==> config.mk <==
export PLATFORM = sky130hd
export DESIGN_NAME = fetch_stage
export DESIGN_NICKNAME = d
export VERILOG_FILES = /design/src/rtl/fetch_stage.sv
export SDC_FILE = /design/constraint.sdc
export NUM_CORES = 1
export LEC_CHECK = 0
export ABC_CLOCK_PERIOD_IN_PS = 2300
export BUFFER_PORTS_ARGS = -buffer_cell sky130_fd_sc_hd__buf_2
export CAP_MARGIN = 25
export CELL_PAD_IN_SITES_DETAIL_PLACEMENT = 1
export CELL_PAD_IN_SITES_GLOBAL_PLACEMENT = 1
export CORE_MARGIN = 4
export CORE_UTILIZATION = 34
export DETAILED_ROUTE_END_ITERATION = 7
export HOLD_SLACK_MARGIN = 0.1
export PLACE_DENSITY = 0.82
export SLEW_MARGIN = 25
export SYNTH_ARGS = -nofsm -noshare
export SYNTH_HDL_FRONTEND = slang
export SYNTH_SLANG_ARGS = --single-unit
==> constraint.sdc <==
create_clock -name clk -period 2.3 [get_ports clk]
set_input_delay 0.115 -clock clk [delete_from_list [all_inputs] [get_ports clk]]
set_output_delay 0.115 -clock clk [all_outputs]
set_load 0.01 [all_outputs]
==> src/rtl/fetch_stage.sv <==
// ---------------------------------------------------------------------------
// fetch_stage
//   Y86-style instruction fetch. Presents pc to the instruction ROM, decodes
//   the returned bytes combinationally and captures the decoded fields into
//   the F/D pipeline register on the next rising edge.
//
// Ports
//   clk          rising-edge clock
//   rst          asynchronous, active-low reset
//   pc           fetch address (direct register output) to the ROM
//   inst         ROM bytes, byte0 at [47:40] .. byte5 at [7:0]
//   stall        hold pc, F/D register and state
//   redirect     downstream correction (mispredict / ret), beats stall
//   redirect_pc  correction target
//   d_*          F/D register contents, meaningful only while d_valid=1
//   f_state      00 RUN, 01 HALTED, 10 ERROR
// ---------------------------------------------------------------------------
module fetch_stage #(
  parameter logic [31:0] RESET_PC = 32'h0000_0000
) (
  input  logic        clk,
  input  logic        rst,
  output logic [31:0] pc,
  input  logic [47:0] inst,
  input  logic        stall,
  input  logic        redirect,
  input  logic [31:0] redirect_pc,
  output logic        d_valid,
  output logic [3:0]  d_icode,
  output logic [3:0]  d_ifun,
  output logic [3:0]  d_ra,
  output logic [3:0]  d_rb,
  output logic [31:0] d_valc,
  output logic [31:0] d_valp,
  output logic [31:0] d_pred_pc,
  output logic [1:0]  f_state
);

  typedef enum logic [1:0] {
    ST_RUN    = 2'b00,
    ST_HALTED = 2'b01,
    ST_ERROR  = 2'b10
  } state_t;

  state_t state_q, state_d;

  // Combinational decode of the bytes at pc.
  logic [3:0]  icode, ifun, ra, rb;
  logic [2:0]  len;
  logic        has_regs, is_jump, invalid;
  logic [31:0] valc, valp, pred_pc;

  // NOTE: every signal driven here gets a default first so no path can
  // leave it unassigned and infer a latch.
  always_comb begin
    icode    = inst[47:44];
    ifun     = inst[43:40];
    len      = 3'd1;
    has_regs = 1'b0;
    is_jump  = 1'b0;
    invalid  = 1'b0;
    valc     = 32'h0;
    case (icode)
      4'h0, 4'h1, 4'h9:       len = 3'd1;
      4'h2, 4'h6, 4'hA, 4'hB: begin
        len      = 3'd2;
        has_regs = 1'b1;
      end
      4'h7, 4'h8: begin
        len     = 3'd5;
        is_jump = 1'b1;
        // Little-endian destination in bytes 1..4.
        valc    = {inst[15:8], inst[23:16], inst[31:24], inst[39:32]};
      end
      4'h3, 4'h4, 4'h5: begin
        len      = 3'd6;
        has_regs = 1'b1;
        // Little-endian constant in bytes 2..5.
        valc     = {inst[7:0], inst[15:8], inst[23:16], inst[31:24]};
      end
      default: invalid = 1'b1;
    endcase
    ra      = has_regs ? inst[39:36] : 4'hF;
    rb      = has_regs ? inst[35:32] : 4'hF;
    valp    = pc + {29'd0, len};
    // Calls and jumps predicted taken; ret falls through and relies on a
    // downstream redirect.
    pred_pc = is_jump ? valc : valp;
  end

  // Next-state / control.
  logic [31:0] pc_d;
  logic        valid_d;
  logic        load_fd;

  always_comb begin
    state_d = state_q;
    pc_d    = pc;
    valid_d = d_valid;
    load_fd = 1'b0;
    if (redirect) begin
      pc_d    = redirect_pc;
      valid_d = 1'b0;
      state_d = ST_RUN;
    end else if (!stall) begin
      case (state_q)
        ST_RUN: begin
          load_fd = 1'b1;
          valid_d = 1'b1;
          if (invalid) begin
            state_d = ST_ERROR;     // pc held at the faulting address
          end else if (icode == 4'h0) begin
            state_d = ST_HALTED;    // pc held at the halt address
          end else begin
            pc_d = pred_pc;
          end
        end
        default: valid_d = 1'b0;    // HALTED / ERROR emit bubbles
      endcase
    end
  end

  // NOTE: sequential state uses non-blocking assignments so every register
  // samples the pre-edge values regardless of statement order.
  always_ff @(posedge clk or negedge rst) begin
    if (!rst) begin
      state_q <= ST_RUN;
      pc      <= RESET_PC;
      d_valid <= 1'b0;
    end else begin
      state_q <= state_d;
      pc      <= pc_d;
      d_valid <= valid_d;
    end
  end

  always_ff @(posedge clk or negedge rst) begin
    if (!rst) begin
      d_icode   <= 4'h1;
      d_ifun    <= 4'h0;
      d_ra      <= 4'hF;
      d_rb      <= 4'hF;
      d_valc    <= 32'h0;
      d_valp    <= 32'h0;
      d_pred_pc <= 32'h0;
    end else if (load_fd) begin
      d_icode   <= icode;
      d_ifun    <= ifun;
      d_ra      <= ra;
      d_rb      <= rb;
      d_valc    <= valc;
      d_valp    <= valp;
      d_pred_pc <= pred_pc;
    end
  end

  assign f_state = state_q;

endmodule

# After elaboration in Yosys (flattened, before gate mapping)
# Index checks and enable logic that the tools add are counted.
[op_classes] add_sub_neg=1 eq_ne=14 n_mux=22 reduce_logical=11
[op_table] cell="$mux 32" count=6
[op_table] cell="$pmux 32 s2" count=1
[op_table] cell="$add 32x3->32" count=1
[op_table] cell="$eq 4x3->1 const B" count=4
[op_table] cell="$eq 4x4->1 const B" count=4
[op_table] cell="$reduce_or 12->1" count=1
[op_table] cell="$mux 2" count=5
[op_table] cell="$pmux 3 s3" count=1
[op_table] cell="$eq 4x2->1 const B" count=2
[op_table] cell="$mux 4" count=2
[op_table] cell="$mux 1" count=7
[op_table] cell="$reduce_or 7->1" count=1
[op_table] cell="$eq 4x1->1 const B" count=1
[op_table] cell="$logic_not 4->1" count=1
[op_table] cell="$reduce_and 4->1" count=1
[op_table] cell="$reduce_bool 2->1" count=2
[op_table] cell="$reduce_or 4->1" count=1
[op_table] cell="$ne 3x1->1 const B" count=1
[op_table] cell="$reduce_and 3->1" count=1
[op_table] cell="$reduce_or 3->1" count=1
[op_table] cell="$logic_not 2->1" count=1
[op_table] cell="$ne 2x1->1 const B" count=1
[op_table] cell="$ne 2x2->1 const B" count=1
[op_table] cell="$reduce_or 2->1" count=1
[totals] regBits=147 in_bits=84 out_inout_bits=147 elab_cells=58

# Longest topological paths before layout
# Gate-level depths: netlist (run 1).
[logic_depth] ltp_word=10 ltp_mapped=14 mapped_depth_nobuf=10

# Least setup slack after synthesis (run 1)
# No wires, ideal clock.
[synth_timing] path_type="in2reg" startpoint="in inst[46]" endpoint="reg pc[27]" setup_time_ns=0.126 arrival_time_ns=3.087 t_required_ns=2.174 slack_ns=-0.913 stages=14 n_path_buf=5 cell_sequence="clkbuf_1 > or4b_1 > and2_1 > buf_2 > clkbuf_1 > o21ai_0 > ha_1 > buf_2 > o211ai_1 > or4_4 > buf_2 > o31ai_2 > a31oi_1 > a221o_1"
[synth_via] elab_chain_len=10 word_cells_on_any_way=29 classes_between="add/sub (1); eq/ne (12); mux (9); reduce/logical (7)"
[synth_lines] item="from (decl)" line="24" rtl="input logic [47:0] inst,"
[synth_lines] item="$eq 4x2->1 (tied with other cells)" line="63" rtl="case (icode)"
[synth_lines] item="$reduce_or 4->1 (tied with other cells)"
[synth_lines] item="$pmux 3 s3" line="63"
[synth_lines] item="$add 32x3->32" line="85" rtl="valp = pc + {29'd0, len};"
[synth_lines] item="$mux 32" line="88" rtl="pred_pc = is_jump ? valc : valp;"
[synth_lines] item="$mux 32" line="112" rtl="end else if (icode == 4'h0) begin"
[synth_lines] item="$mux 32" line="110" rtl="if (invalid) begin"
[synth_lines] item="$mux 32" line="106" rtl="case (state_q)"
[synth_lines] item="$mux 32" line="105" rtl="end else if (!stall) begin"
[synth_lines] item="$mux 32" line="101" rtl="if (redirect) begin"
[synth_lines] item="to (signal assigned)" line="132" rtl="pc <= pc_d;"
[synth_lines] item="to (decl)" line="23" rtl="output logic [31:0] pc,"
# Parallel ways exist; a longest one is shown, timed or not. The select of a mux whose other input is x is not followed.
# A chain may end at the register's enable or synchronous reset.

# Worst setup path after layout (run 1)
[layout_timing] startpoint="in inst[46]" endpoint="reg d_pred_pc[29]"
[layout_via] elab_chain_len=5 word_cells_on_any_way=17 classes_between="add/sub (1); eq/ne (9); mux (4); reduce/logical (3)"
[layout_lines] item="$eq 4x2->1 (tied with other cells)" line="63"
[layout_lines] item="$reduce_or 4->1 (tied with other cells)"
[layout_lines] item="$pmux 3 s3" line="63"
[layout_lines] item="$add 32x3->32" line="85"
[layout_lines] item="$mux 32 *" line="88"
[layout_lines] item="to (signal assigned)" line="153" rtl="d_pred_pc <= pred_pc;"
[layout_lines] item="to (decl)" line="35" rtl="output logic [31:0] d_pred_pc,"
# Mark *: on every way between the ends. The rest lies on a longest branch, timed or not.

==> results of run 1 <==
==> critical path: stages <==
cell	delay (ps)
buf_6	90
or4b_4	540
and2_4	170
o21ai_4	70
ha_4	190
o211ai_1	160
buf_4	200
or4_4	460
or4_4	470
a31oi_4	200
mux2_2	170
==> how the worst max path moves through the flow <==
| stage | slack [ps] | endpoint | cells past startpoint | from |
|---|---|---|---|---|
| finish | -170 | d_pred_pc[29] | 11 | inst[46] |
| global route | -220 | d_pred_pc[29] | 11 | inst[46] |
| CTS | -90 | d_pred_pc[29] | 11 | inst[46] |
| detailed placement | -690 | pc[31] | 10 | inst[45] |
| global placement | -580 | pc[29] | 11 | inst[45] |
| floorplan | -660 | d_pred_pc[31] | 13 | inst[46] |
==> metrics by stage <==
| step | total power, mW | instance area (um^2) |
|---|---|---|
| 2_1_floorplan | 4.50 | 7610 |
| 3_3_place_gp | 5.64 | 9590 |
| 3_5_place_dp | 5.73 | 9590 |
| 4_1_cts | 8.84 | 11200 |
| 5_1_grt | 9.40 | 11500 |
| 6_report | 9.01 | 11500 |
==> synth_stat cells, drive strengths merged, types with 10 or more instances <==
library cell	n
dfrtp	138
nor2	109
a31oi	18
o31ai	23
o21ai	64
inv	11
nor3b	17
a221oi	29
clkbuf	53
buf	10
nand2	101
a21oi	28
nor3	26
==> metal layers <==
metal	track usage (%)	wire length, um	vias up
met5	0	0	-
met2	47.2	17400	394
met3	6.60	2330	81
met1	34.5	14000	4191
met4	10.7	1160	0
li1	-	-	3587
==> kinds of logic after synthesis <==
kind of cell / Yosys count / share of synthesized area (%)
AOI/OAI and AO/OA: 224 / 21.0
adders and majority gates: 4 / 0.788
muxes: 13 / 1.93
and+or+nand+nor: 317 / 20.2
xor gates and xnor gates: 13 / 1.56
DFF: 147 / 50.5
buffers and inverters: 74 / 4.02
==> flip-flops by register name, summed over array words and instances (netlist names) <==
signal     cells
d_pred_pc     32
d_rb           4
d_ifun         4
d_ra           4
f_state        2
d_icode        4
d_valid        1
pc            32
d_valp        32
d_valc        32
==> timing repair <==
action | 4_1_cts | 5_1_grt
cloned | 1 | 0
setup buffers | 3 | 10
pin swaps | 12 | 16
endpoints found under the hold margin | 143 | 0
gates resized for setup | 34 | 49
hold buffers | 77 | 0
setup endpoints to repair | 42 | 54
==> power by group <==
group	total, mW	leakage [nW]	internal, mW	switching, mW
combinational	2.65	3.15	1.15	1.50
sequential	3.39	1.76	3.06	0.337
clock	2.96	0.285	1.77	1.20
total	9.01	5.19	5.97	3.03
==> layout make-up <==
class | instances | area [um^2] | share of cell area [%]
multi-input cells | 572 | 3980 | 34.6
flip-flops and latches | 147 | 3690 | 32.1
repair buffers | 409 | 2840 | 24.6
clock buffers | 20 | 457 | 3.97
well taps | 275 | 344 | 2.99
clock inverters | 12 | 155 | 1.35
inverters | 11 | 41.3 | 0.359
diodes | 2 | 5.00 | 0.0435
==> flow_summary.toml, run 1 <==
[outcome]
status = "finished, violations left"
failed_checks = "setup timing"

[cts]
root_buffer = "clkbuf_16"
clkSinkCount = 147
insertion_delay_ps = 430
htree_levels = 4
cts_buffers = 17
clkSlewWorstSetupHoldPaths_ps = 70
tritoncts = "done"
cts_buffer_depth = 2

[critical_path]
reg2regPathDepth = 6
critPathCaptureType = "flop"
r2r_setup_slack_ps = -160
cp.required_ps = 2670
worst_r2r_endpoint = "pc[31]"
cp-start-kind = "input port"
cp_max_fo = 4
r2r-start = "pc[17]"
crit_arrival_ps = 2840
worstSetupPathType = "input port to flop"

[synthesis]
ys_warn_count = 0
synth_area_leaders = "dfrtp_1 (47%), nor2_1 (5.6%), nand2_1 (5.2%)"
synthDistinctLibCells = 57
synth_top_area_cell = "dfrtp_1"
synth_area_per_cell_um2 = 9.23
synthesis.area_um2 = 7310
syn-num-nets = 880
synth_ff_type = "dfrtp_1"
syn_inst = 792
ys_seq_area_share_pct = 50.5
synth_edf_count = 0
ys_ff_latch = 147
async_flop_share_pct = 100
synth_top_area_share_pct = 47.3

[sta]
final_max_slew_viol_count = 0
clock_skew_ps = 11.9
slew-limit-headroom_pct = 46.5
fin_ws_ps = -172
fmax_ghz = 0.404
finalHoldViolCount = 0
setup_tns_ps = -3350
worst_pin_slew_ps = 803
rsz0062_at_grt = "true"
finalCriticalPeriod_ps = 2470
min_period_over_period_pct = 107
fin_hold_ws_ps = 144
setup_viol = 37

[floorplan]
die_w_um = 155
fp.dieH_um = 155
initial_core_util_pct = 34.7
core_um2 = 21100
dieArea_um2 = 23900
num_rows = 53
top_level_ports = 231

[placed_design]
dp_slack_ps = -689
place_hpwl_um = 22000
place_inst = 1323
port_buffers = 230
place_congestion = 0.893

[layout]
area_delta_synth_final_pct = 57.5
fin_cells = 1448
finalNetCount = 1246
drive_above_1_share_pct = 40.0
layout_common_cells = "buf_2 (227), dfrtp_1 (137), nor2_1 (107)"
layout_commonest_cell = "buf_2"
fin_util_pct = 54.6
n_fill_cell = 2380

[route]
ant_nets = 0
wl_per_cell_um = 24.1
drc = 0
dr.pass1.iters = 5
vias = 8253
drtIter0Drc = 545
wl_um = 34900
viasPerCell = 5.70

[grt]
overflow = 0
grt_pass1_wl_um = 51800
grt_pass1_vias = 8804
grt_max_degree = 62
antenna_found_initial = 0
grtUsageTotal_pct = 27.9

[worst_hold_path]
holdPathEnd = "d_valc[21]"
min_from = "inst[21]"
whs_path_depth = 3
hold_class = "input port to flop"

[power]
ir_drop_mv = 0.476
power-per-cell-area_nw_per_um2 = 782
p_leak_nw = 5.19

[flow_run]
max-cap-violations = 0
Note: power is estimated with default switching activity, not from simulation.
==> run 2, diff against run 1 <==
Settings changed: CORE_UTILIZATION 34 to 35, CTS_BUF_LIST from default to sky130_fd_sc_hd__clkbuf_4, PLACE_DENSITY 0.82 to 0.84.
==> run 2 against run 1 <==
Compared with the run above:
- the run still ends with setup timing left
- clock skew is 9.9 ps higher
- via count rose by 2.9%
- critical path depth is 2 lower
- sequential power hardly changed
- clock power fell by 32%
- combinational power increased by 5%
- flip-flop and latch count stayed put
- cell count increased by 1.7%
- routed wire length rose by 6.4%
- largest cell class unchanged
- highest routed layer unchanged
==> flow_summary.toml, run 2 (synthesis gave the netlist of run 1 again) <==
[outcome]
status = "finished, violations left"
failed_checks = "setup timing"

[critical_path]
worstSetupPathType = "flop to flop"
cp-start-kind = "flop"
crit_arrival_ps = 3080
critPathCaptureType = "flop"
reg2regPathDepth = 9
cp_max_fo = 7
cp.required_ps = 2780

[power]
power-per-cell-area_nw_per_um2 = 710
total_power_mw = 8.19
intPower_mw = 5.24
p_clk_share_pct = 24.6
ir_drop_mv = 0.390
switching_share_pct = 36.0
p_seq_share_pct = 41.5
switchingPower_mw = 2.94
p_leak_nw = 5.25
pwr-share-comb_pct = 33.9

[sta]
finalCriticalPeriod_ps = 2610
clock_skew_ps = 21.8
final_max_slew_viol_count = 0
min_period_over_period_pct = 113
worst_pin_slew_ps = 798
slew-limit-headroom_pct = 46.8
finalHoldViolCount = 0
fin_ws_ps = -306
setup_viol = 46
fmax_ghz = 0.384
rsz0062_at_grt = "true"

[floorplan]
fp.dieH_um = 153
initial_core_util_pct = 35.9
dieArea_um2 = 23300
num_rows = 52
top_level_ports = 231
die_w_um = 153
core_um2 = 20400

[cts]
clkSinkCount = 147
cts_buffers = 17
root_buffer = "clkbuf_4"
clkSlewWorstSetupHoldPaths_ps = 140
htree_levels = 4
tritoncts = "done"
cts_buffer_depth = 2
insertion_delay_ps = 590

[route]
drtIter0Drc = 716
wl_um = 37100
drc = 0
dr.pass1.iters = 7
viasPerCell = 5.77
ant_nets = 0
vias = 8489
wl_per_cell_um = 25.2

[layout]
drive_above_1_share_pct = 39.3
area_delta_synth_final_pct = 57.8
fin_cells = 1472
layout_common_cells = "buf_2 (229), dfrtp_1 (135), nor2_1 (107)"
finalNetCount = 1275
layout_commonest_cell = "buf_2"

[worst_hold_path]
hold_class = "input port to flop"
whs_path_depth = 6

[placed_design]
place_congestion = 0.823
place_hpwl_um = 21800
dp_slack_ps = -665
port_buffers = 230
place_inst = 1309

[grt]
grt_pass1_vias = 8911
busiest_layer = "met2"
overflow = 0
grt_pass1_wl_um = 52800
antenna_found_initial = 2
grtUsageTotal_pct = 29.0
met1_usage_pct = 36.6
met3_usage_pct = 6.36
grt_max_degree = 63
use_met2_pct = 47.2

[flow_run]
max-cap-violations = 0
## run 2: cell types whose count changed in the layout (fill, tap and decap cells not counted), sizes merged
cell	before	now
bufinv	3	5
inv	12	11
dlygate4sd3	77	100
clkbuf	20	21
clkinv	3	6
clkinvlp	5	1
buf	332	337
## run 2: path summary, 6_finish.rpt
kind,to,from,slack (ps)
worst max-delay path,pc[30],pc[0],-310
worst min-delay path,f_state[0],inst[44],200
worst max register to register,pc[30],pc[0],-310
worst min register to register,d_icode[2],d_icode[2],480
max in group asynchronous,d_rb[0],rst,1290
min in group asynchronous,pc[3],rst,470
## run 2: through the flow
| step | instance area [um^2] | util, % | setup TNS, ps | hold slack [ps] |
|---|---|---|---|---|
| global route | 11500 | 56.6 | -9530 | 246 |
| detailed placement | 9520 | 46.8 | -30740 | 140 |
| global placement | 9520 | 46.8 | -26300 | 133 |
| CTS | 11100 | 54.7 | -1080 | 151 |
| floorplan | 7610 | - | -19780 | -181 |
| finish | 11500 | 56.6 | -6020 | 202 |
## run 2: worst max-delay path: stages (launching register included)
cell	delay [ps]
dfrtp_1	400
ha_2	220
inv_2	60
fa_2	370
nor2b_4	160
o2111ai_4	150
buf_12	180
o31ai_1	390
a31oi_1	190
a221o_1	350
## run 2: what timing repair did
action,4_1_cts,5_1_grt
hold endpoints to repair,251,0
setup endpoints to repair,36,66
gates cloned,1,1
hold buffers,101,0
pin swaps,11,20
setup buffers,8,19
resized for setup,36,45
## run 2: metal layers
metal,up-vias,routed length (um)
met5,-,0
met4,0,1780
met3,119,2880
met2,447,17800
met1,4269,14700
li1,3654,-
## run 2: final cells by class
| class | instances | area, um^2 |
|---|---|---|
| antenna | 2 | 5.00 |
| clock buffer | 20 | 150 |
| clock inverter | 12 | 188 |
| fill | 2342 | 8830 |
| inverter | 11 | 41.3 |
| multi-input combinational | 572 | 3960 |
| sequential | 147 | 3690 |
| tap | 270 | 338 |
| timing repair buffer | 438 | 3160 |
## run 2: power by group through the flow
stage | combinational [mW] | clock [mW] | sequential [mW]
2_1_floorplan | 0.891 | 0 | 3.61
6_report | 2.78 | 2.01 | 3.40
4_1_cts | 2.54 | 2.01 | 3.35
3_5_place_dp | 2.31 | 0 | 3.40
5_1_grt | 2.95 | 2.15 | 3.45
3_3_place_gp | 2.23 | 0 | 3.38
